[src/rtl/multdiv_sequencer_pkg.sv]
// Shared constants, state encoding and writeback payload for the multdiv sequencer.
package multdiv_sequencer_pkg;

  localparam int unsigned TIMEOUT_DEFAULT = 40;
  localparam int unsigned XLEN            = 32;
  localparam int unsigned REG_W           = 5;

  localparam logic [4:0] OPC_RTYPE = 5'b00000;
  localparam logic [4:0] ALU_MUL   = 5'b00110;
  localparam logic [4:0] ALU_DIV   = 5'b00111;

  localparam logic [XLEN-1:0]  MUL_EXC     = 32'd4;
  localparam logic [XLEN-1:0]  DIV_EXC     = 32'd5;
  localparam logic [REG_W-1:0] REG_RSTATUS = 5'd30;

  typedef enum logic [1:0] {
    ST_IDLE = 2'd0,
    ST_BUSY = 2'd1,
    ST_DONE = 2'd2
  } state_e;

  typedef struct packed {
    logic [REG_W-1:0] rd;
    logic [XLEN-1:0]  data;
  } pw_payload_t;

  // True for an R-type instruction whose ALU op selects the multdiv unit.
  function automatic logic is_md_op(input logic [XLEN-1:0] ir);
    return (ir[31:27] == OPC_RTYPE) && ((ir[6:2] == ALU_MUL) || (ir[6:2] == ALU_DIV));
  endfunction

endpackage

[src/rtl/multdiv_sequencer_if.sv]
// Pipeline-side bundle of the multdiv sequencer: DX instruction, multdiv handshake, stall and PW port.
interface multdiv_sequencer_if;
  import multdiv_sequencer_pkg::*;

  logic [XLEN-1:0]  DX_IR;
  logic             md_resultRDY;
  logic             md_exception;
  logic [XLEN-1:0]  md_result;
  logic             ctrl_MULT;
  logic             ctrl_DIV;
  logic             md_stall;
  logic             md_bubble;
  logic             md_busy;
  logic             PW_write;
  logic [REG_W-1:0] PW_rd;
  logic [XLEN-1:0]  PW_data;

  modport master (
    output DX_IR, md_resultRDY, md_exception, md_result,
    input  ctrl_MULT, ctrl_DIV, md_stall, md_bubble, md_busy, PW_write, PW_rd, PW_data
  );

  modport slave (
    input  DX_IR, md_resultRDY, md_exception, md_result,
    output ctrl_MULT, ctrl_DIV, md_stall, md_bubble, md_busy, PW_write, PW_rd, PW_data
  );

endinterface

[src/rtl/md_timeout_counter.sv]
// Saturating BUSY-cycle counter; hit flags that the multdiv unit has run TIMEOUT cycles.
module md_timeout_counter #(
  parameter int unsigned TIMEOUT = 40
) (
  input  logic clk,
  input  logic rst_n,
  input  logic clear,
  input  logic enable,
  output logic hit
);

  localparam int unsigned CNT_W = $clog2(TIMEOUT + 1);
  localparam logic [CNT_W-1:0] CNT_MAX = CNT_W'(TIMEOUT);

  logic [CNT_W-1:0] cnt_q;

  // Clear wins over enable; holding at CNT_MAX keeps the count from wrapping.
  always_ff @(posedge clk or negedge rst_n) begin
    if (!rst_n) begin
      cnt_q <= '0;
    end else if (clear) begin
      cnt_q <= '0;
    end else if (enable && (cnt_q != CNT_MAX)) begin
      cnt_q <= cnt_q + CNT_W'(1);
    end
  end

  assign hit = (cnt_q == CNT_MAX);

endmodule

[src/rtl/multdiv_sequencer.sv]
// Issues mul/div from DX to the multdiv unit, stalls the front end until the result
// returns, then writes the result (or the exception code into r30) through the PW port.
module multdiv_sequencer
  import multdiv_sequencer_pkg::*;
#(
  parameter int unsigned TIMEOUT = TIMEOUT_DEFAULT
) (
  input  logic                clock,
  input  logic                reset_n,
  multdiv_sequencer_if.slave  bus
);

  state_e           state_q, state_d;
  logic             op_div_q;
  logic [REG_W-1:0] rd_q;
  pw_payload_t      pw_q, pw_d;

  logic dx_is_md, dx_is_div, issue;
  logic ctrl_mult_c, ctrl_div_c, stall_c, bubble_c;
  logic capture_c, pw_load_c, cnt_clear_c, cnt_en_c, cnt_hit;
  logic unused_ir;

  assign dx_is_md  = is_md_op(bus.DX_IR);
  assign dx_is_div = (bus.DX_IR[6:2] == ALU_DIV);
  // Gated by reset so a held md op in DX cannot pulse a start while reset is asserted.
  assign issue     = dx_is_md && reset_n;
  assign unused_ir = ^{bus.DX_IR[21:7], bus.DX_IR[1:0]};

  md_timeout_counter #(
    .TIMEOUT (TIMEOUT)
  ) u_timeout (
    .clk    (clock),
    .rst_n  (reset_n),
    .clear  (cnt_clear_c),
    .enable (cnt_en_c),
    .hit    (cnt_hit)
  );

  // Next-state and control decode; counter runs from the issue cycle so it reads 1 in BUSY cycle 1.
  always_comb begin
    state_d     = state_q;
    ctrl_mult_c = 1'b0;
    ctrl_div_c  = 1'b0;
    stall_c     = 1'b0;
    bubble_c    = 1'b0;
    capture_c   = 1'b0;
    pw_load_c   = 1'b0;
    pw_d        = pw_q;
    cnt_clear_c = 1'b1;
    cnt_en_c    = 1'b0;

    case (state_q)
      ST_IDLE: begin
        if (issue) begin
          ctrl_mult_c = ~dx_is_div;
          ctrl_div_c  = dx_is_div;
          stall_c     = 1'b1;
          bubble_c    = 1'b1;
          capture_c   = 1'b1;
          cnt_clear_c = 1'b0;
          cnt_en_c    = 1'b1;
          state_d     = ST_BUSY;
        end
      end
      ST_BUSY: begin
        stall_c     = 1'b1;
        bubble_c    = 1'b1;
        cnt_clear_c = 1'b0;
        cnt_en_c    = 1'b1;
        if (bus.md_resultRDY || cnt_hit) begin
          pw_load_c = 1'b1;
          state_d   = ST_DONE;
          // RDY has priority; timeout alone takes the exception path.
          if (bus.md_resultRDY && !bus.md_exception) begin
            pw_d = '{rd: rd_q, data: bus.md_result};
          end else begin
            pw_d = '{rd: REG_RSTATUS, data: (op_div_q ? DIV_EXC : MUL_EXC)};
          end
        end
      end
      ST_DONE: begin
        bubble_c = 1'b1;
        state_d  = ST_IDLE;
      end
      default: begin
        state_d = ST_IDLE;
      end
    endcase
  end

  always_ff @(posedge clock or negedge reset_n) begin
    if (!reset_n) begin
      state_q  <= ST_IDLE;
      op_div_q <= 1'b0;
      rd_q     <= '0;
      pw_q     <= '0;
    end else begin
      state_q <= state_d;
      if (capture_c) begin
        op_div_q <= dx_is_div;
        rd_q     <= bus.DX_IR[26:22];
      end
      if (pw_load_c) begin
        pw_q <= pw_d;
      end
    end
  end

  assign bus.ctrl_MULT = ctrl_mult_c;
  assign bus.ctrl_DIV  = ctrl_div_c;
  assign bus.md_stall  = stall_c;
  assign bus.md_bubble = bubble_c;
  assign bus.md_busy   = (state_q != ST_IDLE);
  // r0 is hardwired; only the exception path can target a nonzero rd when the latched rd is 0.
  assign bus.PW_write  = (state_q == ST_DONE) && (pw_q.rd != '0);
  assign bus.PW_rd     = pw_q.rd;
  assign bus.PW_data   = pw_q.data;

endmodule

[src/flat_wrapper.sv]
// flat-port wrapper written by rule: the top's interface ports become plain ports
module multdiv_sequencer_flat import multdiv_sequencer_pkg::*;
#(
  parameter int unsigned TIMEOUT = TIMEOUT_DEFAULT
)
  (clock, reset_n, bus_DX_IR, bus_md_resultRDY, bus_md_exception, bus_md_result, bus_ctrl_MULT, bus_ctrl_DIV, bus_md_stall, bus_md_bubble, bus_md_busy, bus_PW_write, bus_PW_rd, bus_PW_data);
  multdiv_sequencer_if bus_i ();
  input  logic clock;
  input  logic reset_n;
  input wire logic [$bits(bus_i.DX_IR)-1:0] bus_DX_IR;
  input wire logic [$bits(bus_i.md_resultRDY)-1:0] bus_md_resultRDY;
  input wire logic [$bits(bus_i.md_exception)-1:0] bus_md_exception;
  input wire logic [$bits(bus_i.md_result)-1:0] bus_md_result;
  output wire logic [$bits(bus_i.ctrl_MULT)-1:0] bus_ctrl_MULT;
  output wire logic [$bits(bus_i.ctrl_DIV)-1:0] bus_ctrl_DIV;
  output wire logic [$bits(bus_i.md_stall)-1:0] bus_md_stall;
  output wire logic [$bits(bus_i.md_bubble)-1:0] bus_md_bubble;
  output wire logic [$bits(bus_i.md_busy)-1:0] bus_md_busy;
  output wire logic [$bits(bus_i.PW_write)-1:0] bus_PW_write;
  output wire logic [$bits(bus_i.PW_rd)-1:0] bus_PW_rd;
  output wire logic [$bits(bus_i.PW_data)-1:0] bus_PW_data;
  assign bus_i.DX_IR = bus_DX_IR;
  assign bus_i.md_resultRDY = bus_md_resultRDY;
  assign bus_i.md_exception = bus_md_exception;
  assign bus_i.md_result = bus_md_result;
  assign bus_ctrl_MULT = bus_i.ctrl_MULT;
  assign bus_ctrl_DIV = bus_i.ctrl_DIV;
  assign bus_md_stall = bus_i.md_stall;
  assign bus_md_bubble = bus_i.md_bubble;
  assign bus_md_busy = bus_i.md_busy;
  assign bus_PW_write = bus_i.PW_write;
  assign bus_PW_rd = bus_i.PW_rd;
  assign bus_PW_data = bus_i.PW_data;
  multdiv_sequencer #(.TIMEOUT(TIMEOUT)) u_core (.clock(clock), .reset_n(reset_n), .bus(bus_i));
endmodule
[config.mk]
export PLATFORM = sky130hd
export DESIGN_NAME = multdiv_sequencer_flat
export DESIGN_NICKNAME = d
export VERILOG_FILES = /design/src/rtl/multdiv_sequencer_pkg.sv /design/src/rtl/multdiv_sequencer_if.sv /design/src/rtl/md_timeout_counter.sv /design/src/rtl/multdiv_sequencer.sv /design/src/flat_wrapper.sv
export SDC_FILE = /design/constraint.sdc
export NUM_CORES = 1
export LEC_CHECK = 0
export ABC_CLOCK_PERIOD_IN_PS = 2000
export CAP_MARGIN = 25
export CORE_MARGIN = 5
export CORE_UTILIZATION = 42
export CTS_CLUSTER_DIAMETER = 80
export CTS_CLUSTER_SIZE = 14
export DETAILED_ROUTE_END_ITERATION = 8
export GPL_ROUTABILITY_DRIVEN = 0
export PLACE_DENSITY_LB_ADDON = 0.3
export SLEW_MARGIN = 15
export SYNTH_ARGS = -nofsm -noshare
export SYNTH_HDL_FRONTEND = slang
export SYNTH_SLANG_ARGS = --single-unit
[constraint.sdc]
create_clock -name clock -period 2 [get_ports clock]
set_input_delay 0.4 -clock clock [delete_from_list [all_inputs] [get_ports clock]]
set_output_delay 0.4 -clock clock [all_outputs]
set_load 0.005 [all_outputs]
==> out/metrics.csv <==
metric,value,unit
run status,completed,
floorplan die width,86.6,microns
Max Fclk,513,MHz
met1 Track Usage GR,20.2,%
final total power,2.86,mW
relative area change from synthesis to final layout,53.1,%
overall routed net length,5830,microns
post-layout net count,413,
count of inserted antenna diode cells,0,
Remaining DRCs,0,
signal arrival time at the worst endpoint,1.55,ns
"top library cells by usage in the layout, fill and taps aside","78 x sky130_fd_sc_hd__clkdlybuf4s50_1, 51 x sky130_fd_sc_hd__dfrtp_1, 35 x sky130_fd_sc_hd__inv_1, 32 x sky130_fd_sc_hd__nand2_1, 32 x sky130_fd_sc_hd__mux2i_1",
Max Clock Skew,0.00451,ns
layer with the highest usage after global routing,met2,
die area,0.00750,sq mm
clock tree from TritonCTS,built,
"CTS clk-pin slew, worst paths",0.10,ns
count of endpoints failing hold in the final timing report,0,
peak supply drop,0.466,mV
routing usage on met3,3.90,%
Slew Limit Headroom,58.1,%
critical path class,reg -> out,
"Avg Cell Area, Syn",11.1,sq um
pin slew with the least headroom to its limit,0.629,ns
Clk pwr share,30.0,%
number of detailed-routing iterations run before antenna repair,4,
combinational power share,26.6,%
leakage power figure,2.06,nW
HPWL after DPL,4330,microns
Core ar.,0.00582,sq mm
Synth Cell Area,0.00247,sq mm
Internal,2.15,mW
number of instances in the placed design,399,
I/O pins,111,
data required time at the worst endpoint,1.60,ns
met2 Track Usage GR,27.1,%
unrepaired setup endpoints after global routing,true,
switching part of the total power,24.6,%
number of CTS-inserted buffers,5,
pin count of the biggest net entering global routing,52,
worst-case setup slack after placement,-0.627,ns
number of buffers inserted by port buffering,93,
standard-cell row count,28,
sequential group share of total power,43.4,%
cells after synthesis,222,
Period minus WS final,1.95,ns
max-slew violations,0,
cell area after layout,0.00377,sq mm
vias in the first global route,1979,
buffer depth of the longest clock path,2,
worst skew pair latency,0.31,ns
number of violations of the max-capacitance limit,0,
H-tree levels,2,
share of synthesized area occupied by flip-flops and latches,51.8,%
kind of capture point of the worst setup path,output pin,
# clock sinks,51,
class of the worst hold path,in -> async,
Vias per Instance,4.54,
ANT nets after route,0,
setup-violating endpoint count in the final report,0,
count of different cell masters after synthesis,33,
Synth Net Count,296,
Initial Utilization,42.4,%
combined global-route utilization of all metal layers,16.0,%
first-pass GRT wire length,9470,microns
leading cell types by total area after synthesis,"sky130_fd_sc_hd__dfrtp_1 52%, sky130_fd_sc_hd__mux2i_1 13%, sky130_fd_sc_hd__inv_1 5.6%",
placed instance area,0.00357,sq mm
top-area cell type share of the netlist area,51.8,%
detailed-route via count,1885,
worst-case setup margin in the final layout,0.0493,ns
kind of start point of the critical path,flop,
number of antenna violations at the first check in global routing,0,
wire length per cell after detailed routing,14.1,microns
Critical Path Fanout Max,3,
net switching power of the design,704,uW
number of storage elements in the synthesis netlist,51,
Iter 0 DRT Violations,30,
Layout Cells excl Fill,415,
fin crit share,97.5,%
library cell with the largest summed area after synthesis,sky130_fd_sc_hd__dfrtp_1,
"most common cell after layout, fill and taps aside",sky130_fd_sc_hd__clkdlybuf4s50_1,
Root Buffer,sky130_fd_sc_hd__clkbuf_8,
remaining global-route overflow,0,
number of fillers in the final layout,476,
power per standard cell area,757,mW/mm^2
utilization after layout,64.9,%
Synthesis Warnings,0,
Die Height,86.6,microns
layout cell share with drive strength beyond 1,19.4,%
[area by class of cell]
type	count	area (sq um)	area share, %
Clock buffer	5	68.8	1.82
Clock inverter	3	67.6	1.79
Inverter	37	139	3.68
Multi-Input combinational cell	124	991	26.3
Sequential cell	51	1280	33.8
Tap cell	75	93.8	2.49
Timing Repair Buffer	120	1140	30.2
[sequential cells by signal (all words and copies together), names as in the netlist]
signal                  flops
u_core.bus.PW_data         32
u_core.op_div_q             1
u_core.rd_q                 5
u_core.u_timeout.cnt_q      6
u_core.bus.PW_rd            5
u_core.state_q              2
[logic make-up after synthesis]
family                     after synthesis  share of synthesized area, %
and+or+nand+nor                         56                          10.7
buffers and inverters                   47                          9.84
adders and majority gates                6                          3.04
muxes                                   44                          19.4
xor gates and xnor gates                 5                          1.78
AOI/OAI and AO/OA                       13                          3.50
DFF                                     51                          51.8
[critical path: stages (launching register included)]
cell and delay (ns):
sky130_fd_sc_hd__dfrtp_1 0.41, sky130_fd_sc_hd__inv_2 0.09, sky130_fd_sc_hd__ha_4 0.13, sky130_fd_sc_hd__nand4_1 0.12
sky130_fd_sc_hd__buf_4 0.17, sky130_fd_sc_hd__buf_6 0.12, sky130_fd_sc_hd__a21oi_2 0.08, sky130_fd_sc_hd__buf_2 0.12
[final timing paths]
path / end / slack [ns] / startpoint / cells past startpoint
worst max-delay path: bus_ctrl_MULT / 0.05 / u_core.state_q[1] / 7
worst min-delay path: u_core.bus.PW_data[10] / 0.23 / reset_n / 2
worst max register to register: u_core.u_timeout.cnt_q[2] / 0.19 / u_core.state_q[1] / 10
worst min register to register: u_core.op_div_q / 0.50 / u_core.op_div_q / 1
max in group asynchronous: u_core.bus.PW_data[21] / 1.35 / reset_n / 2
min in group clock: u_core.op_div_q / 0.50 / u_core.op_div_q / 1
[layer usage]
metal  wire [microns]  share of wire (%)  vias to the layer above
met5                0                  0                        -
met4               79                1.4                        0
met3              373                6.4                        6
met2             3030                 52                       46
met1             2350                 40                      902
li1                 -                  -                      931
[synth_stat cells, drive strengths merged]
| library cell | instances |
|---|---|
| nor4 | 1 |
| dfrtp | 51 |
| a21o | 2 |
| buf | 7 |
| mux2i | 32 |
| nand3 | 2 |
| nor2 | 7 |
| xnor2 | 3 |
| nor3 | 1 |
| xor2 | 2 |
| a21oi | 3 |
| and4bb | 1 |
| and4 | 1 |
| mux2 | 12 |
| nand2b | 6 |
| nor2b | 2 |
| nand2 | 32 |
| a21boi | 1 |
| o21a | 2 |
| ha | 6 |
| a41oi | 1 |
| o21ai | 3 |
| a31oi | 1 |
| nand4 | 1 |
| or4 | 1 |
| clkbuf | 3 |
| and3 | 1 |
| inv | 37 |
[stage by stage]
stage / hold slack [ns] / TNS (ns)
6_report: 0.225 / 0
5_1_grt: 0.290 / -0.0768
4_1_cts: 0.257 / 0
3_5_place_dp: 0.490 / -3.35
3_3_place_gp: 0.457 / -3.23
2_1_floorplan: 0.104 / 0
[power by group through the flow]
| stage | Sequential (mW) | Clock, mW | Combinational [mW] |
|---|---|---|---|
| floorplan | 1.27 | 0 | 0.215 |
| global placement | 1.25 | 0 | 0.737 |
| detailed placement | 1.26 | 0 | 0.755 |
| CTS | 1.24 | 0.881 | 0.747 |
| global route | 1.27 | 0.919 | 0.833 |
| finish | 1.24 | 0.857 | 0.760 |
[repair_timing]
action | CTS | global route
endpoints found under the setup margin | 5 | 6
hold buffers | 0 | 0
resized for setup | 33 | 11
setup buffers | 3 | 5
pin swaps | 6 | 5
No activity file was read; power rests on OpenSTA's default activity.
